--- config.mk ---
export PLATFORM = sky130hd
export DESIGN_NAME = branch_unit_bht
export DESIGN_NICKNAME = d
export VERILOG_FILES = /design/src/rtl/rv_branch_pkg.sv /design/src/rtl/bht_table.sv /design/src/rtl/branch_unit_bht.sv
export SDC_FILE = /design/constraint.sdc
export NUM_CORES = 1
export LEC_CHECK = 0
export CAP_MARGIN = 30
export CORE_MARGIN = 2
export CORE_UTILIZATION = 52
export CTS_CLUSTER_DIAMETER = 100
export CTS_CLUSTER_SIZE = 16
export DETAILED_ROUTE_END_ITERATION = 8
export PLACE_DENSITY = 0.84
export SLEW_MARGIN = 40
export SYNTH_ARGS = -nofsm -noshare
export SYNTH_HDL_FRONTEND = slang
export SYNTH_SLANG_ARGS = --single-unit
--- constraint.sdc ---
create_clock -name clk -period 4.7 [get_ports clk]
set_clock_uncertainty 0.05 [all_clocks]
set_input_delay 0.94 -clock clk [delete_from_list [all_inputs] [get_ports clk]]
set_output_delay 0.94 -clock clk [all_outputs]
set_load 0.05 [all_outputs]
--- src/rtl/rv_branch_pkg.sv ---
// Shared branch-unit definitions: funct3 encodings and BHT counter helpers.
package rv_branch_pkg;

  localparam logic [2:0] F3_BEQ  = 3'b000;
  localparam logic [2:0] F3_BNE  = 3'b001;
  localparam logic [2:0] F3_BLT  = 3'b100;
  localparam logic [2:0] F3_BGE  = 3'b101;
  localparam logic [2:0] F3_BLTU = 3'b110;
  localparam logic [2:0] F3_BGEU = 3'b111;

  // Weakly not-taken: MSB clear, all lower bits set.
  function automatic int unsigned bht_rst_val(input int unsigned cnt_w);
    return (32'd1 << (cnt_w - 32'd1)) - 32'd1;
  endfunction

  function automatic int unsigned sat_step(input int unsigned val,
                                           input int unsigned max_val,
                                           input logic        up);
    if (up) return (val == max_val) ? val : val + 32'd1;
    return (val == 32'd0) ? val : val - 32'd1;
  endfunction

endpackage

--- src/rtl/bht_table.sv ---
// Branch history table of saturating counters: one comb read port, one update port.
module bht_table
  import rv_branch_pkg::*;
#(
  parameter int unsigned IDX_W = 6,
  parameter int unsigned CNT_W = 2
) (
  input  logic             clk,
  input  logic             rst_n,
  input  logic [IDX_W-1:0] rd_idx,
  output logic             rd_taken_c,
  input  logic             wr_en,
  input  logic [IDX_W-1:0] wr_idx,
  input  logic             wr_taken
);

  localparam int unsigned DEPTH   = 32'd1 << IDX_W;
  localparam int unsigned MAX_CNT = (32'd1 << CNT_W) - 32'd1;
  localparam logic [CNT_W-1:0] RST_CNT = CNT_W'(bht_rst_val(CNT_W));

  logic [CNT_W-1:0] cnt_q [DEPTH];
  logic [CNT_W-1:0] cnt_d [DEPTH];

  // Reads see the pre-update table; the write lands at the edge.
  assign rd_taken_c = cnt_q[rd_idx][CNT_W-1];

  always_comb begin
    cnt_d = cnt_q;
    if (wr_en) cnt_d[wr_idx] = CNT_W'(sat_step(32'(cnt_q[wr_idx]), MAX_CNT, wr_taken));
  end

  always_ff @(posedge clk or negedge rst_n) begin
    if (!rst_n) begin
      for (int i = 0; i < int'(DEPTH); i++) cnt_q[i] <= RST_CNT;
    end else begin
      cnt_q <= cnt_d;
    end
  end

endmodule

--- src/rtl/branch_unit_bht.sv ---
// EX-stage branch resolution with registered flush/redirect, BHT training and stats.
module branch_unit_bht
  import rv_branch_pkg::*;
#(
  parameter int unsigned PC_W   = 32,
  parameter int unsigned IDX_W  = 6,
  parameter int unsigned CNT_W  = 2,
  parameter int unsigned STAT_W = 32
) (
  input  logic              clk,
  input  logic              rst_n,
  input  logic [PC_W-1:0]   if_pc,
  output logic              if_pred_taken,
  input  logic              ex_valid,
  input  logic              ex_branch,
  input  logic              ex_kill,
  input  logic [2:0]        ex_funct3,
  input  logic              ex_zero,
  input  logic              ex_s_less,
  input  logic              ex_u_less,
  input  logic [PC_W-1:0]   ex_pc,
  input  logic              ex_pred_taken,
  input  logic [PC_W-1:0]   ex_target,
  input  logic [PC_W-1:0]   ex_pc_plus4,
  output logic              cnd,
  output logic              flush,
  output logic [PC_W-1:0]   redirect_pc,
  output logic              illegal,
  output logic [STAT_W-1:0] stat_branches,
  output logic [STAT_W-1:0] stat_mispredicts
);

  logic              cnd_c, legal_c, resolve_c, upd_c, mispred_c;
  logic              cnd_d, cnd_q, flush_d, flush_q, illegal_d, illegal_q;
  logic [PC_W-1:0]   redirect_d, redirect_q;
  logic [STAT_W-1:0] br_d, br_q, mp_d, mp_q;

  // Only the word-index bits of the PCs address the table.
  logic unused_pc_bits;
  assign unused_pc_bits = ^{if_pc[PC_W-1:IDX_W+2], if_pc[1:0],
                            ex_pc[PC_W-1:IDX_W+2], ex_pc[1:0]};

  bht_table #(.IDX_W(IDX_W), .CNT_W(CNT_W)) u_bht (
    .clk       (clk),
    .rst_n     (rst_n),
    .rd_idx    (if_pc[IDX_W+1:2]),
    .rd_taken_c(if_pred_taken),
    .wr_en     (upd_c),
    .wr_idx    (ex_pc[IDX_W+1:2]),
    .wr_taken  (cnd_c)
  );

  // Condition from ALU flags; funct3[0] inverts the sense (BNE/BGE/BGEU).
  always_comb begin
    cnd_c   = 1'b0;
    legal_c = 1'b1;
    case (ex_funct3[2:1])
      2'b00:   cnd_c = ex_funct3[0] ^ ex_zero;
      2'b10:   cnd_c = ex_funct3[0] ^ ex_s_less;
      2'b11:   cnd_c = ex_funct3[0] ^ ex_u_less;
      default: legal_c = 1'b0;
    endcase
  end

  assign resolve_c = ex_valid & ex_branch & ~ex_kill;
  assign upd_c     = resolve_c & legal_c;
  assign mispred_c = cnd_c ^ ex_pred_taken;

  always_comb begin
    cnd_d      = upd_c & cnd_c;
    flush_d    = upd_c & mispred_c;
    illegal_d  = resolve_c & ~legal_c;
    redirect_d = redirect_q;
    br_d       = br_q;
    mp_d       = mp_q;
    if (upd_c) begin
      redirect_d = cnd_c ? ex_target : ex_pc_plus4;
      if (br_q != '1) br_d = br_q + STAT_W'(1);
      if (mispred_c && mp_q != '1) mp_d = mp_q + STAT_W'(1);
    end
  end

  always_ff @(posedge clk or negedge rst_n) begin
    if (!rst_n) begin
      cnd_q      <= 1'b0;
      flush_q    <= 1'b0;
      illegal_q  <= 1'b0;
      redirect_q <= '0;
      br_q       <= '0;
      mp_q       <= '0;
    end else begin
      cnd_q      <= cnd_d;
      flush_q    <= flush_d;
      illegal_q  <= illegal_d;
      redirect_q <= redirect_d;
      br_q       <= br_d;
      mp_q       <= mp_d;
    end
  end

  assign cnd              = cnd_q;
  assign flush            = flush_q;
  assign illegal          = illegal_q;
  assign redirect_pc      = redirect_q;
  assign stat_branches    = br_q;
  assign stat_mispredicts = mp_q;

endmodule

Word level (Yosys, flattened, before mapping) --
Cells that the tools add are included.
Cells by class: equality and inequality tests 5, bitwise operators 14, reductions and logical operators 7, multiplexer cells 19, add/subtract/negate cells 4, order comparisons 3
Operators by type and width (count):
- $bwmux 128 | 1
- $add 32x1->32 const B | 2
- $ne 32x32->1 const B | 2
- $mux 32 | 1
- $bmux 2 s6 | 2
- $mux 2 | 10
- $ge 7x7->1 const B | 2
- $not 6->7 | 2
- $demux 2 s6 | 1
- $lt 7x1->1 const B | 1
- $and 1x1->1 | 6
- $eq 2x2->1 const B | 3
- $logic_not 2->1 | 2
- $reduce_and 2->1 | 2
- $xor 1x1->1 | 4
- $mux 1 | 3
- $pmux 1 s3 | 1
- $reduce_or 3->1 | 1
- $add 2x1->2 const B | 1
- $logic_and 1x1->1 | 2
- $not 1->1 | 2
- $sub 2x1->2 const B | 1
Word-level totals: logic and storage cells 122, register bits after elaboration 227, output and inout port bits 100, input bits 140

Depth between registers and ports, before layout --
depth in word-level cells 10, depth in mapped cells 12, depth with buffers taken out 8

By module --
Synthesis repeated with hierarchy kept, for this count alone.
Second synthesis, totals: cells, all modules 1094, area total of the unflattened synthesis 11136.9 um^2
By module, submodules not included:
- bht_table | cells an instance 655, times used 1, area an instance 6601.3 um^2, seq. area each 3283.1 um^2
- branch_unit_bht | cells an instance 439, times used 1, area an instance 4535.6 um^2, seq. area each 2477.4 um^2

Least setup slack after synthesis --
OpenSTA, ideal clock, no wires.
kind input -> output, start in if_pc[2], end out if_pred_taken, arrival 3.074 ns, path slack 0.636 ns, data required time 3.710 ns, stages on the path 5, path buffers 2, cell sequence buf_2 -> buf_2 -> mux4_2 -> mux4_2 -> mux4_2
On the way: longest elaborated chain between the ends 4
RTL lines:
- from (decl) | line branch_unit_bht.sv:12 | input logic [PC_W-1:0] if_pc,
- $not 6->7 (not written as such) | line bht_table.sv:25 | assign rd_taken_c = cnt_q[rd_idx][CNT_W-1];
- $bmux 2 s6 | line bht_table.sv:25
- $mux 2 (not written as such) (2 in a row) | line bht_table.sv:25
- to (decl) | line branch_unit_bht.sv:13 | output logic if_pred_taken,
Every way passes these cells. The select of a mux whose other input is x is not followed.

Worst setup path in the final report --
Ends and elaborated chain as after synthesis.

==> flow_metrics.env <==
export IMPL_grt_max_degree=96
export IMPL_timing_critical_path_fanout_max=16
export IMPL_synth_compound_gate_area_share_pct=14.1
export IMPL_initial_core_util_pct=53.2
export IMPL_viasPerCell=6.22
export IMPL_finalInstanceArea_sq_um=14200
export IMPL_slew_violations=0
export IMPL_slowest_cp_cell="mux4_2"
export IMPL_dieArea_sq_um=23700
export IMPL_netlist_top_cells_area="dfrtp_1 35%, dfstp_2 14%, a31oi_1 6.9%"
export IMPL_initial_antenna_violation_count=0
export IMPL_post_cts_resized_instances=0
export IMPL_layout_drive_gt1_share_pct=13.3
export IMPL_worstReg2RegStart="u_bht.cnt_q[41]$_DFFE_PN0P_"
export IMPL_unrepaired_setup_endpoints_after_global_routing="no"
export IMPL_yosysWarningCount=0
export IMPL_max_freq_ghz=0.228
export IMPL_rows=54
export IMPL_final_cell_utilization_of_the_core_pct=64.5
export IMPL_final_period_utilization_pct=93.2
export IMPL_synth_enable_flop_cells=0
export IMPL_worstSetupPathType="input port to output port"
export IMPL_pwr_density_cell_nw_per_um2=350
export IMPL_min_delay_path_class="input port to async pin"
export IMPL_r2r_end="u_bht.cnt_q[61]$_DFFE_PN0P_"
export IMPL_r2r_worst_path_depth=8
export IMPL_detailedRoute_firstIterationViolations=893
export IMPL_core_sq_um=22000
export IMPL_syn_to_final_growth_pct=21.3
export IMPL_regToRegSetupSlack_ns=1.99
export IMPL_synth_largest_area_cell="dfrtp_1"
export IMPL_sequential_cell_area_sq_um=5760
export IMPL_postSynthCellCount=1131
export IMPL_fillerInstances=1696
export IMPL_cellLeakagePower_nw=5.66
export IMPL_mean_area_per_synthesized_cell_sq_um=10.3
export IMPL_post_synth_mux_area_share_pct=7.76
export IMPL_synthTopCellsByCount="208 x nor2_1, 163 x dfrtp_1, 129 x a31oi_1"
export IMPL_synth_top_family_by_area="simple AND/OR/NAND/NOR gates"
export IMPL_cp_data_required_time_ns=3.71
export IMPL_ys_flop_type="dfrtp_1"
export IMPL_outcome="completed"
export IMPL_cp_data_arrival_time_ns=3.39
export IMPL_cpPeakStageDelay_ns=0.52
export IMPL_multiInputGateArea_sq_um=5260
export IMPL_clock_insertion_delay_worst_skew_ns=0.53
export IMPL_ys_seq_area_share_pct=49.4
export IMPL_clock_root_buffer="clkbuf_16"
export IMPL_yosysMostFrequentCell="nor2_1"
export IMPL_total_grt_overflow=0
export IMPL_hold_viol=0
export IMPL_yosys_register_bits=227
export IMPL_die_y_microns=154
export IMPL_num_vias=9806
export IMPL_post_layout_total_power_mw=4.95
export IMPL_fin_hold_ws_ns=0.363
export IMPL_cts_clk_slew_worst_paths_ns=0.08
export IMPL_crit_path_frequent_cell="mux4_2"
export IMPL_postSynth_asyncResetShare_pct=100
export IMPL_crit_path_cell_trace="clkdlybuf4s50_1 -> buf_12 -> mux4_2 -> mux4_2 -> mux4_2 -> buf_4"
export IMPL_timing_worst_slew_pin_value_ns=0.716
export IMPL_placedInstanceArea_sq_um=13600
export IMPL_slew_headroom_pct=52.2
export IMPL_tritoncts="yes"
export IMPL_finalWirelength_microns=31800
export IMPL_synth_simple_area_share_pct=17.8
export IMPL_min_period_ns=4.38
export IMPL_cts_sinks=227
export IMPL_max_vdd_ir_drop_mv=0.316
export IMPL_port_buffers=187
export IMPL_synth_top_area_share_pct=34.9
export IMPL_first_global_vias=9900
export IMPL_top_level_ports=240
export IMPL_clock_tree_buffer_depth=3
export IMPL_synth_area_sq_um=11700
export IMPL_avgRoutedWirePerCell_microns=20.2
export IMPL_synth_net_count=1273
export IMPL_synth_adder_area_share_pct=0.214
export IMPL_drcViolationCount=0
export IMPL_dpl_hpwl_microns=22000
export IMPL_crit_path_end_kind="output port"
export IMPL_post_synth_num_cell_types=69
export IMPL_setup_violations=0
export IMPL_antenna_cells=0
export IMPL_cts_post_setup_buffers_inserted=0
export IMPL_timing_setup_tns_ns=0
export IMPL_wire_length_of_the_first_global_routing_pass_microns=51900
export IMPL_dr_pass1_iters=7
export IMPL_cts_buffers_inserted=18
export IMPL_startpoint_class_of_the_critical_path="input port"
export IMPL_die_w_microns=154
export IMPL_globalRouteTotalUtil_pct=27.1
export IMPL_post_synth_xor_area_fraction_pct=4.93
export IMPL_drv_cap=0
export IMPL_fin_nets=1429
export IMPL_cts_hold_fix_buffers=0
export IMPL_route_antenna_remaining_nets=0
export IMPL_cts_max_level=1
export IMPL_final_weighted_congestion_in_routability_driven_placement=0.911
-- cell families (layout without fill, tap and decap cells) --
logic type      count (synthesis)  count (layout)
flops                         227             227
fa+ha+maj                       2               2
simple gates                  435             435
xor+xnor                       64              64
mux                            57              57
buf+inv                        89             255
compound gates                257             257
-- metal layers --
layer / vias up / GRT usage [%] / part of all wire [%]
li1: 4443 / - / -
met1: 4753 / 35.7 / 39
met2: 508 / 44.4 / 47
met3: 102 / 5.44 / 9.3
met4: 0 / 10.7 / 4.3
met5: - / 0 / 0
-- layout make-up --
| type | instances | share of cell area (%) |
|---|---|---|
| Sequential cell | 227 | 40.7 |
| Multi-Input combinational cell | 815 | 37.1 |
| Timing Repair Buffer | 217 | 15.7 |
| Clock buffer | 28 | 3.45 |
| Tap cell | 280 | 2.47 |
| Clock inverter | 2 | 0.327 |
| Inverter | 8 | 0.212 |
-- report_power, final --
group          switching [mW]  total (mW)  leakage (nW)  internal [mW]
Sequential              0.141        2.29          2.85           2.15
Combinational           0.748        1.19          2.55          0.445
Clock                   0.736        1.47         0.252          0.731
Total                    1.63        4.95          5.66           3.33
-- sequential cells by signal, indices dropped and copies added, names as in the netlist --
| name | cells |
|---|---|
| cnd | 1 |
| flush | 1 |
| redirect_pc | 32 |
| stat_branches | 32 |
| u_bht.cnt_q | 128 |
| stat_mispredicts | 32 |
| illegal | 1 |
-- cells in the final DEF, fill, tap and decap left out, drive strengths merged, types with 9 or more instances in the layout --
cell type | synthesis | layout
mux2i | 23 | 23
a31oi | 129 | 129
clkdlybuf4s50 | 0 | 183
nand2 | 69 | 69
dfstp | 64 | 64
xor2 | 13 | 13
a21oi | 17 | 17
clkbuf | 29 | 28
nand3b | 13 | 13
nor2 | 210 | 210
o22ai | 34 | 34
mux4 | 26 | 26
and4 | 9 | 9
nand4 | 21 | 21
dfrtp | 163 | 163
and3 | 17 | 17
or3b | 10 | 10
buf | 51 | 34
o21ai | 39 | 39
xnor2 | 50 | 50
nand3 | 36 | 36
-- worst max path at each step --
stage | startpoint | endpoint | slack (ns) | cells after the start
after floorplan | if_pc[2] | if_pred_taken | 0.64 | 5
after global placement | if_pc[2] | if_pred_taken | 0.34 | 6
after detailed placement | if_pc[2] | if_pred_taken | 0.33 | 6
after CTS | if_pc[2] | if_pred_taken | 0.32 | 6
after global routing | if_pc[2] | if_pred_taken | 0.28 | 6
final | if_pc[2] | if_pred_taken | 0.32 | 6
-- stage by stage --
step / worst slack [ns] / cells
global route: 0.283 / 1577
detailed placement: 0.327 / 1547
finish: 0.321 / 1577
floorplan: 0.636 / 1131
global placement: 0.338 / 1547
CTS: 0.323 / 1577
-- worst max-delay path, delay by kind of cell --
family / cells / cell delay, ns
mux: 3 / 1.51
buf+inv: 3 / 0.92
(Power assumes the default switching activity.)
